`src/rtl/i2c_master_prog.sv`:
```
// i2c_master_prog: single-byte I2C master (START, addr+rw, ACK, data, ACK/NACK, STOP).
// Define I2C_STRETCH_EN to hold the quarter counter while a slave stretches SCL.
module i2c_master_prog #(
    parameter int CLK_DIV = 4
) (
    input  logic       clk,
    input  logic       i2c_rst,
    input  logic       start,
    input  logic       rw,
    input  logic [6:0] addr,
    input  logic [7:0] wdata,
    input  logic       sda_in,
    input  logic       scl_in,
    output logic       scl_oe,
    output logic       sda_oe,
    output logic       busy,
    output logic       done,
    output logic       ack_err,
    output logic [7:0] rdata
);
    typedef enum logic [2:0] {IDLE, START, ADDR, ADDR_ACK, DATA, DATA_ACK, STOP} state_t;
    localparam logic [7:0] QMAX = 8'(CLK_DIV - 1);

    state_t     state_q, state_d;
    logic [7:0] qcnt_q, qcnt_d;
    logic [1:0] ph_q, ph_d;
    logic [2:0] bcnt_q, bcnt_d;
    logic       rw_q, rw_d;
    logic [6:0] addr_q, addr_d;
    logic [7:0] wdata_q, wdata_d, rx_q, rx_d, rdata_q, rdata_d, tx_a;
    logic       busy_q, busy_d, done_q, done_d, ack_err_q, ack_err_d;
    logic       scl_oe_q, scl_oe_d, sda_oe_q, sda_oe_d;
    logic       hold, tick, slot, slot_d;

    assign slot = state_q inside {ADDR, ADDR_ACK, DATA, DATA_ACK};
`ifdef I2C_STRETCH_EN
    assign hold = slot && ph_q == 2'd2 && !scl_in;
`else
    logic unused_scl;
    assign unused_scl = scl_in;
    assign hold = 1'b0;
`endif
    assign tick = qcnt_q == 8'd0 && !hold;

    always_comb begin
        state_d   = state_q;
        ph_d      = ph_q;
        bcnt_d    = bcnt_q;
        rw_d      = rw_q;
        addr_d    = addr_q;
        wdata_d   = wdata_q;
        rx_d      = rx_q;
        rdata_d   = rdata_q;
        busy_d    = busy_q;
        ack_err_d = ack_err_q;
        done_d    = 1'b0;
        qcnt_d    = (state_q == IDLE || tick) ? QMAX : qcnt_q - (hold ? 8'd0 : 8'd1);
        if (state_q == IDLE) begin
            if (start) begin
                state_d   = START;
                ph_d      = 2'd0;
                rw_d      = rw;
                addr_d    = addr;
                wdata_d   = wdata;
                ack_err_d = 1'b0;
                busy_d    = 1'b1;
            end
        end else if (tick && !slot && ph_q == 2'd2) begin
            ph_d    = 2'd0;
            bcnt_d  = 3'd7;
            state_d = (state_q == START) ? ADDR : IDLE;
            busy_d  = state_q == START;
            done_d  = state_q == STOP;
        end else if (tick) begin
            ph_d = ph_q + 2'd1;
            // Sample point: last clk of Q2, while SCL is high
            if (slot && ph_q == 2'd2) begin
                if (state_q == DATA) rx_d = {rx_q[6:0], sda_in};
                if (state_q == ADDR_ACK || (state_q == DATA_ACK && !rw_q)) ack_err_d = sda_in;
            end
            if (slot && ph_q == 2'd3) begin
                case (state_q)
                    ADDR:     state_d = (bcnt_q == 3'd0) ? ADDR_ACK : ADDR;
                    ADDR_ACK: state_d = ack_err_q ? STOP : DATA;
                    DATA:     state_d = (bcnt_q == 3'd0) ? DATA_ACK : DATA;
                    default:  state_d = STOP;
                endcase
                bcnt_d = (state_q == ADDR || state_q == DATA) ? bcnt_q - 3'd1 : 3'd7;
                if (state_q == DATA_ACK && rw_q) rdata_d = rx_q;
            end
        end
    end

    // Line drives decoded from the next state so the pins come straight from flops
    assign slot_d   = state_d inside {ADDR, ADDR_ACK, DATA, DATA_ACK};
    assign tx_a     = {addr_d, rw_d};
    assign scl_oe_d = (state_d == START) ? (ph_d == 2'd2) :
                      (state_d == STOP)  ? (ph_d == 2'd0) : (slot_d && !ph_d[1]);
    assign sda_oe_d = (state_d == START) ? (ph_d != 2'd0) :
                      (state_d == STOP)  ? (ph_d != 2'd2) :
                      (state_d == ADDR)  ? !tx_a[bcnt_d] : (state_d == DATA && !rw_d && !wdata_d[bcnt_d]);

    always_ff @(posedge clk or posedge i2c_rst) begin
        if (i2c_rst) begin
            state_q   <= IDLE;
            qcnt_q    <= '0;
            ph_q      <= '0;
            bcnt_q    <= '0;
            rw_q      <= 1'b0;
            addr_q    <= '0;
            wdata_q   <= '0;
            rx_q      <= '0;
            rdata_q   <= '0;
            busy_q    <= 1'b0;
            done_q    <= 1'b0;
            ack_err_q <= 1'b0;
            scl_oe_q  <= 1'b0;
            sda_oe_q  <= 1'b0;
        end else begin
            state_q   <= state_d;
            qcnt_q    <= qcnt_d;
            ph_q      <= ph_d;
            bcnt_q    <= bcnt_d;
            rw_q      <= rw_d;
            addr_q    <= addr_d;
            wdata_q   <= wdata_d;
            rx_q      <= rx_d;
            rdata_q   <= rdata_d;
            busy_q    <= busy_d;
            done_q    <= done_d;
            ack_err_q <= ack_err_d;
            scl_oe_q  <= scl_oe_d;
            sda_oe_q  <= sda_oe_d;
        end
    end

    assign scl_oe  = scl_oe_q;
    assign sda_oe  = sda_oe_q;
    assign busy    = busy_q;
    assign done    = done_q;
    assign ack_err = ack_err_q;
    assign rdata   = rdata_q;
endmodule
```
`config.mk`:
```
export PLATFORM = sky130hd
export DESIGN_NAME = i2c_master_prog
export DESIGN_NICKNAME = d
export VERILOG_FILES = /design/src/rtl/i2c_master_prog.sv
export SDC_FILE = /design/constraint.sdc
export NUM_CORES = 1
export LEC_CHECK = 0
export CORE_MARGIN = 10
export CORE_UTILIZATION = 41
export CTS_CLUSTER_SIZE = 20
export DETAILED_ROUTE_END_ITERATION = 12
export PLACE_DENSITY = 0.67
export SKIP_LAST_GASP = 1
export SLEW_MARGIN = 20
export SYNTH_ARGS = -nofsm -noshare
export SYNTH_HDL_FRONTEND = slang
export SYNTH_SLANG_ARGS = --single-unit
```
`constraint.sdc`:
```
create_clock -name clk -period 3.3 [get_ports clk]
set_input_delay 0.66 -clock clk [delete_from_list [all_inputs] [get_ports clk]]
set_output_delay 0.66 -clock clk [all_outputs]
set_load 0.05 [all_outputs]
```
# Yosys cells after proc, flatten, opt, wreduce, memory -nomap -nowiden
# Index checks and enable logic that the tools add are counted.
dict set report totals {
  ff_bits 53
  input_bits 21
  output_inout_bits 13
}
dict set report op_classes {
  reduce_logical 33
  bitwise 2
  n_addsub 3
  eq_ne 18
  muxes 46
  order_cmp 1
}
# operator count
set op_table {}
lappend op_table {{$mux 3} 10}
lappend op_table {{$mux 8} 3}
lappend op_table {{$mux 1} 22}
lappend op_table {{$eq 3x3->1 const B} 6}
lappend op_table {{$reduce_and 5->1} 3}
lappend op_table {{$mux 7} 2}
lappend op_table {{$eq 3x2->1 const B} 4}
lappend op_table {{$mux 2} 6}
lappend op_table {{$reduce_bool 2->1} 5}
lappend op_table {{$logic_and 1x1->1} 9}
lappend op_table {{$pmux 3 s3} 1}
lappend op_table {{$logic_not 8->1} 1}
lappend op_table {{$reduce_bool 4->1} 2}
lappend op_table {{$sub 8x1->8 const B} 1}
lappend op_table {{$bmux 1 s3} 2}
lappend op_table {{$eq 2x2->1 const B} 3}
lappend op_table {{$eq 3x1->1 const B} 2}
lappend op_table {{$logic_not 1->1} 6}
lappend op_table {{$logic_not 3->1} 2}
lappend op_table {{$ne 2x2->1 const B} 3}
lappend op_table {{$lt 3x4->1 const B} 1}
lappend op_table {{$logic_or 1x1->1} 3}
lappend op_table {{$sub 3x1->3 const B} 1}
lappend op_table {{$add 2x1->2 const B} 1}
lappend op_table {{other kinds (3)} 4}

# Depth between registers and ports, before layout
# Gate-level depths: netlist of run 1.
dict set report logic_depth {
  word_depth 14
  depth_mapped 11
}

# Worst setup path after synthesis of run 1
# Ideal clock, no wire load.
dict set report synth_path {
  path_kind {reg2reg}
  start {register ph_q[0]}
  end {register sda_oe_q, in the netlist sda_oe}
  path_buffers 0
  setup_time_ns 0.110
  setup_slack_ns 0.576
  stages_incl_launch_ff 10
  required_ns 3.190
  synth_period_minus_slack_ns 2.724
  arrival_ns 2.614
  cell_sequence {dfrtp_1 -> inv_1 -> ha_1 -> or4bb_1 -> or3_4 -> o21a_4 -> a21oi_4 -> inv_2 -> or4_1 -> o41ai_1}
}
dict set report synth_between {
  elab_cells_between_ends 34
}
# item line_no
set synth_lines {}
lappend synth_lines {{start: declaration} 26} ;# logic [1:0] ph_q, ph_d;
lappend synth_lines {{start signal: assignment} 122} ;# ph_q <= ph_d;
lappend synth_lines {{$eq 2x2->1} 81} ;# if (slot && ph_q == 2'd3) begin
lappend synth_lines {{$logic_and 1x1->1} 81}
lappend synth_lines {{$mux 3} 81}
lappend synth_lines {{$mux 3} 74} ;# end else if (tick) begin
lappend synth_lines {{$mux 3 (*)} 68} ;# end else if (tick && !slot && ph_q == 2'd2) begin
lappend synth_lines {{$mux 3 (*)} 58} ;# if (state_q == IDLE) begin
lappend synth_lines {{net state_d[0]} 24} ;# state_t state_q, state_d;
lappend synth_lines {{$eq 3x3->1} 101} ;# (state_d == ADDR) ? !tx_a[bcnt_d] : (state_d == DATA && !rw_d && !wdata_d[bcnt_d]);
lappend synth_lines {{$logic_and 1x1->1 (2 in a row)} 101}
lappend synth_lines {{$mux 1} 101}
lappend synth_lines {{$mux 1} 100} ;# (state_d == STOP) ? (ph_d != 2'd2) :
lappend synth_lines {{$mux 1 (*)} 99} ;# assign sda_oe_d = (state_d == START) ? (ph_d != 2'd0) :
lappend synth_lines {{net sda_oe_d} 32} ;# logic scl_oe_q, scl_oe_d, sda_oe_q, sda_oe_d;
lappend synth_lines {{end signal: assignment} 133} ;# sda_oe_q <= sda_oe_d;
lappend synth_lines {{end: declaration} 32}
# The timed path passes the listed nets; every way through them passes the cells marked *. The select of a mux whose other input is x is not followed.
# A chain may end at the register's enable or synchronous reset.

# Worst setup path after layout of run 1
# Same ends and word-level chain as after synthesis.

==> results of run 1 <==
-- path summary, 6_finish.rpt --
kind                            from         to  slack, ps  cells past startpoint
min in group asynchronous    i2c_rst    rx_q[3]        720                      2
setup / recovery             ph_q[0]     sda_oe        370                      9
setup reg to reg             ph_q[0]     sda_oe        370                      9
hold / removal             qcnt_q[0]  qcnt_q[0]        470                      1
hold reg to reg            qcnt_q[0]  qcnt_q[0]        470                      1
max in group asynchronous    i2c_rst  bcnt_q[0]       2040                      3
-- metrics by stage --
stage,hold WS (ps),total power (W),std cells
floorplan,430,0.00139,241
global placement,455,0.00155,347
detailed placement,461,0.00156,347
CTS,474,0.00195,355
global route,519,0.00206,355
finish,470,0.00193,355
-- per-layer routing --
layer,track usage (%),vias to the layer above,routed length [um]
li1,-,943,-
met1,13.7,915,2510
met2,17.6,44,2460
met3,3.36,7,314
met4,3.59,0,69
met5,0,-,0
-- cell families after synthesis --
logic type      Yosys count  synth area share (%)
simple gates             75                  15.1
flops                    53                  49.5
mux                      40                  16.6
compound gates           39                  10.9
buf+inv                  23                  3.32
fa+ha+maj                 6                  2.80
xor+xnor                  5                  1.64
-- critical path: stages (launching register included) --
cell,delay [ps]
dfrtp_1,420
inv_1,70
ha_1,210
or4bb_1,510
or3_4,390
o21a_4,150
a21oi_4,140
inv_2,50
or4_1,520
o41ai_1,360
-- final cells by class --
| type | instances | area share [%] |
|---|---|---|
| Timing Repair Buffer | 39 | 12.0 |
| Tap cell | 77 | 3.00 |
| Sequential cell | 53 | 41.3 |
| Clock inverter | 3 | 0.817 |
| Multi-Input combinational cell | 165 | 39.3 |
| Inverter | 13 | 1.52 |
| Clock buffer | 5 | 2.14 |
-- flip-flops by register name, indices dropped and copies added (netlist names) --
register	count
qcnt_q	8
rw_q	1
busy	1
rx_q	8
bcnt_q	3
sda_oe	1
addr_q	7
ack_err	1
done	1
scl_oe	1
ph_q	2
rdata	8
state_q	3
wdata_q	8
-- cells in the final DEF (no fill, tap or decap), types with 4 or more instances in the layout --
cell / n
o211ai_1: 6
nor2_1: 20
clkdlybuf4s50_1: 32
buf_4: 6
inv_1: 11
nand3_1: 5
a21oi_1: 5
and3_1: 5
clkbuf_8: 5
mux2_2: 36
mux2i_1: 4
nand2_1: 15
dfrtp_1: 53
nor3_1: 6
ha_1: 6
o21ai_0: 8
-- power groups by stage --
stage	Clock (W)	Sequential, W	Combinational (W)
finish	0.000388	0.000886	0.000657
global route	0.000421	0.000906	0.000730
detailed placement	0	0.000898	0.000663
CTS	0.000398	0.000885	0.000667
global placement	0	0.000890	0.000659
floorplan	0	0.000867	0.000522
==> metrics.md, run 1 <==
| Metric | Value |
|---|---|
| Die footprint | `10200 um^2` |
| Synth top area cells | `dfrtp_1 50%, mux2_2 15%, ha_1 2.8%` |
| VDD IR-drop max | `0.000320 V` |
| Share of post-route cells with drive strength above 1 | `20.9%` |
| Register share of total power | `45.9%` |
| Gr ovfl total | `0` |
| Syn Nets | `268` |
| Cell variety after synth | `50` |
| WP data arrival | `3140 ps` |
| Worst Skew | `6.86 ps` |
| P_sw | `0.000675 W` |
| Multi-input logic area | `1260 um^2` |
| Leakage | `1.42 nW` |
| Core Util, Final | `50.6%` |
| Worst setup margin | `375 ps` |
| Critical Path Fanout Max | `5` |
| Crit end category | `flop` |
| Clock root buffer | `clkbuf_8` |
| Cell count after synthesis | `241` |
| Post-CTS sizing | `0` |
| Core Area | `6350 um^2` |
| Antenna violations before repair | `0` |
| Routed WL | `5350 um` |
| Actual slew at the worst max-slew pin | `583 ps` |
| Synth warn | `0` |
| PD cells | `601 nW/um^2` |
| Final instance area | `3210 um^2` |
| Hold-fix buffers at CTS | `0` |
| Seq/Total Area, Yosys | `49.5%` |
| Via density | `5.38` |
| Area share of the leading cell type in the synthesized netlist | `49.5%` |
| Initial Util | `42.2%` |
| Mapped Area | `2680 um^2` |
| Synth async-reset ratio | `100%` |
| Post-route clock period utilization | `88.6%` |
| Max-cap violation count | `0` |
| Setup Fix Bufs, Post-CTS | `0` |
| Boundary pin count | `34` |
| Placed cell areas | `3120 um^2` |
| Outcome | `complete, no violations` |
| Tmin final | `2930 ps` |
| Post-Place Setup Slack | `398 ps` |
| Sw Ratio | `35.0%` |
| Final ANT Viol Nets | `0` |
| Int Pwr | `0.00126 W` |
| Total track usage | `11.0%` |
| CTS tree | `yes` |
| Vias in the first global route | `1985` |
| GPL Wtd Cong | `0.811` |
| Startpoint Class | `flop` |
| Filler instances | `575` |
| Cell with the most instances after synthesis | `dfrtp_1` |
| HPWL after DPL | `3960 um` |
| Clock Latency Late Sink | `310 ps` |
| Detailed-route DRC error count | `0` |
| Diodes inserted | `0` |
| Clock buffer depth | `2` |
| Pins Over Slew Limit | `0` |
| Max transition margin | `61.0%` |
| Req. time, crit path | `3510 ps` |
| Post-synth top cells | `53 x dfrtp_1, 36 x mux2_2, 20 x nor2_1` |
| RSZ-0062 raised after global routing | `false` |
| Cell type with the largest total area after synthesis | `dfrtp_1` |
| Starting DRC count in detailed routing | `64` |
| PortBufs | `32` |
| Inserted Clock Buffers | `5` |
| Largest net degree at the start of global routing | `29` |
| Vias after detailed routing | `1909` |
| H-tree depth | `2` |
| FP Rows | `29` |
| Wire length per cell | `15.1 um` |
| Clock sinks | `53` |
| Avg Synthesized Cell Area | `11.1 um^2` |
| Final #Nets | `304` |
| Crit Path Category | `reg -> reg` |
| DRT Pass-1 Iters | `4` |
| Clock power share | `20.1%` |
| Yosys reg bits | `53` |
| Final Hold Vio Count | `0` |
| Logic gate share of total power | `34.0%` |
| Main synth FF type | `dfrtp_1` |
| Post-synth EDFFs | `0` |
| Setup violators final | `0` |
| Die H | `101 um` |
| Register area | `1330 um^2` |
| Setup TNS | `0 ps` |
| Hold Path Class | `reg -> reg` |
| Global-route wire length before repair | `9180 um` |
| Area Growth Syn to Fin | `20.0%` |
| Fmax | `0.342 GHz` |
| DIE WIDTH | `101 um` |
| Clock slew at reported path FFs | `110 ps` |
Note: power is estimated with default switching activity, not from simulation.
==> run 2: changes to the inputs <==
Settings changed: CTS_CLUSTER_SIZE 20 to unset.
==> results of run 2 <==
Final layout, timing and power as in run 1 (identical DEF).
==> run 3: changes to the inputs <==
Settings changed: ABC_AREA set to 1.
==> run 3 against run 2 <==
Effect of this change: via count rose by 11%; sequential share of layout area shrank 1.2 points; flip-flop and latch count stayed put; power down 43%; critical endpoint unchanged; die area up 3.9%; largest cell class unchanged.
==> metrics.md, run 3 <==
| Metric | Value |
|---|---|
| Outcome | `complete, no violations` |
| Diodes inserted | `0 (unchanged)` |
| Setup TNS | `0 ps (unchanged)` |
| Die footprint | `10600 um^2 (+3.9%)` |
| Reg-to-reg startpoint | `state_q[0]` |
| Pins Over Slew Limit | `0 (unchanged)` |
| Cell variety after synth | `37 (-26%)` |
| Antenna violations before repair | `0 (unchanged)` |
| Detailed-route DRC error count | `0 (unchanged)` |
| Boundary pin count | `34 (unchanged)` |
| Register area | `1330 um^2 (unchanged)` |
| HPWL after DPL | `4200 um (+5.9%)` |
| Startpoint Class | `primary input` |
| Cell count after synthesis | `324 (+34%)` |
| Initial Util | `41.8% (-0.36 points)` |
| Area share of the leading cell type in the synthesized netlist | `47.2% (-2.3 points)` |
| Final ANT Viol Nets | `0 (unchanged)` |
| Clock sinks | `53 (unchanged)` |
| Final #Nets | `388 (+28%)` |
| Setup Fix Bufs, Post-CTS | `0 (unchanged)` |
| WP data arrival | `2530 ps (-610 ps)` |
| Main synth FF type | `dfrtp_1` |
| Post-synth top cells | `60 x nand2_1, 53 x dfrtp_1, 44 x inv_1` |
| Routed WL | `5430 um (+1.6%)` |
| Share of post-route cells with drive strength above 1 | `19.1% (-1.8 points)` |
| Start point of the critical path | `start` |
| Starting DRC count in detailed routing | `78 (+22%)` |
| Via density | `4.79 (-11%)` |
| Reg-to-Reg End | `sda_oe` |
| Largest net degree at the start of global routing | `27 (-6.9%)` |
| FF-to-FF setup slack | `1090 ps (+720 ps)` |
| Actual slew at the worst max-slew pin | `544 ps (-39.7 ps)` |
| Commonest non-fill, non-tap cells in the layout | `60 x nand2_1, 53 x dfrtp_1, 43 x inv_1` |
| FP Rows | `30 (+3.4%)` |
| Total track usage | `11.1% (+0.14 points)` |
| Post-route clock period utilization | `69.4% (-19 points)` |
| Hold Path Class | `reg -> reg` |
| Dpl cells | `434 (+25%)` |
| H-tree depth | `2 (unchanged)` |
| Wire length per cell | `12.3 um (-18%)` |
| VDD IR-drop max | `0.000179 V (-44%)` |
| Mapped Area | `2810 um^2 (+4.9%)` |
| Fmax | `0.436 GHz (+28%)` |
| Critical path's slowest cell | `clkdlybuf4s50_1` |
| Critical path cell sequence | `clkdlybuf4s50_1 > inv_1 > nor2_4 > inv_2 > o21ai_0 > nand2_1 > nor3_1 > nand3_1 > nand4_1` |
| Post-CTS sizing | `0 (unchanged)` |
| Req. time, crit path | `3540 ps (+30 ps)` |
| Core Area | `6720 um^2 (+5.8%)` |
| Post-synth EDFFs | `0 (unchanged)` |
| Avg Synthesized Cell Area | `8.67 um^2 (-22%)` |
| CP peak stage delay | `450 ps (-70 ps)` |
| Clock slew at reported path FFs | `90 ps (-20 ps)` |
| Hold-fix buffers at CTS | `0 (unchanged)` |
| Max-cap violation count | `0 (unchanged)` |
| Cell with the most instances after synthesis | `nand2_1` |
| Vias in the first global route | `2141 (+7.9%)` |
| Core Util, Final | `49.3% (-1.3 points)` |
| Vias after detailed routing | `2119 (+11%)` |
| Buffers plus inverters on the worst setup path | `3 (+1)` |
| Gr ovfl total | `0 (unchanged)` |
| Max transition margin | `63.6% (+2.6 points)` |
| Crit end category | `flop` |
| Final Hold Vio Count | `0 (unchanged)` |
| Syn Nets | `351 (+31%)` |
| GPL Wtd Cong | `0.905 (+12%)` |
| Inserted Clock Buffers | `5 (unchanged)` |
| Non-filler cells in the finished layout | `442 (+25%)` |
| Setup violators final | `0 (unchanged)` |
| Synth top area cells | `dfrtp_1 47%, nand2_1 8.0%, inv_1 5.9%` |
| DRT Pass-1 Iters | `4 (unchanged)` |
| Seq/Total Area, Yosys | `47.2% (-2.3 points)` |
| Clock buffer depth | `2 (unchanged)` |
| Clock Latency Late Sink | `310 ps (about the same)` |
| Cell type with the largest total area after synthesis | `dfrtp_1` |
| Yosys reg bits | `53 (unchanged)` |
| Clock root buffer | `clkbuf_8` |
| Critical Path Fanout Max | `19 (+14)` |
| Crit Path Category | `in -> reg` |
| Leakage | `1.66 nW (+17%)` |
| Die H | `103 um (+1.9%)` |
| Filler instances | `664 (+15%)` |
| Top delay family on crit path | `simple AND/OR/NAND/NOR gates` |
| PortBufs | `32 (unchanged)` |
| CTS tree | `yes` |
| Most common cell after layout, fill and taps aside | `nand2_1` |
| Critical Path Sink | `sda_oe` |
| Placed cell areas | `3230 um^2 (+3.4%)` |
| RSZ-0062 raised after global routing | `false` |
| Final instance area | `3310 um^2 (+3.1%)` |
| WP depth | `9 (unchanged)` |
| Global-route wire length before repair | `9380 um (+2.2%)` |
| Synth warn | `0 (unchanged)` |
| Tmin final | `2290 ps (-634 ps)` |
| Depth of the worst register-to-register path | `9 (unchanged)` |
| Pwr Total | `0.00110 W (-43%)` |
| Synth async-reset ratio | `100% (unchanged)` |
| Area Growth Syn to Fin | `18.0%` |
| Multi-input logic area | `1260 um^2 (-0.20%)` |
| Worst Skew | `8.12 ps (+1.26 ps)` |
| DIE WIDTH | `103 um (+1.9%)` |
| PD cells | `333 nW/um^2 (-45%)` |
## run 3: changes by cell type in the layout (fill, tap and decap cells not counted), sizes merged, moves of 4 or more
cell,change
nand2,+59
or2,+17
nand3,+24
o21ai,+29
mux2i,-4
inv,+40
nand4,+4
and3,-5
o211ai,-5
buf,-5
mux2,-34
## run 3: kinds of logic (layout without fill, tap and decap cells)
logic type,after synthesis,in the layout,synth area share (%)
mux,2,2,0.802
fa+ha+maj,6,6,2.67
compound gates,48,48,9.84
flops,53,53,47.2
simple gates,153,153,30.3
buf+inv,58,96,7.93
xor+xnor,4,4,1.25
## run 3: worst min path at each step
| stage | start | endpoint | slack, ps | cells after the start |
|---|---|---|---|---|
| final | qcnt_q[0] | qcnt_q[0] | 450 | 1 |
| after CTS | qcnt_q[0] | qcnt_q[0] | 450 | 1 |
| after global routing | qcnt_q[0] | qcnt_q[0] | 480 | 1 |
| after detailed placement | qcnt_q[0] | qcnt_q[0] | 430 | 1 |
| after floorplan | qcnt_q[0] | qcnt_q[0] | 410 | 1 |
| after global placement | qcnt_q[0] | qcnt_q[0] | 420 | 1 |
## run 3: area by class of cell
| cell class | instances | share of cell area (%) |
|---|---|---|
| clock buffers | 5 | 2.08 |
| flip-flops and latches | 53 | 40.0 |
| multi-input cells | 213 | 38.0 |
| repair buffers | 34 | 10.1 |
| inverters | 54 | 6.19 |
| clock inverters | 3 | 0.529 |
| well taps | 80 | 3.02 |
## run 3: report_power, final
group          internal, W  total (W)  switching [W]
sequential        0.000662   0.000665     0.00000303
combinational    0.0000381  0.0000741      0.0000361
clock             0.000147   0.000364       0.000217
total             0.000847    0.00110       0.000256
## run 3: through the flow
stage,hold WS [ps],worst slack [ps]
floorplan,409,1350
global placement,423,632
detailed placement,431,649
CTS,446,945
global route,483,807
finish,445,1010
## run 3: layer usage
metal	wire length (um)	global-route usage, %
met5	0	0
met4	71	3.21
met3	254	3.22
met2	2530	19.3
met1	2570	13.0
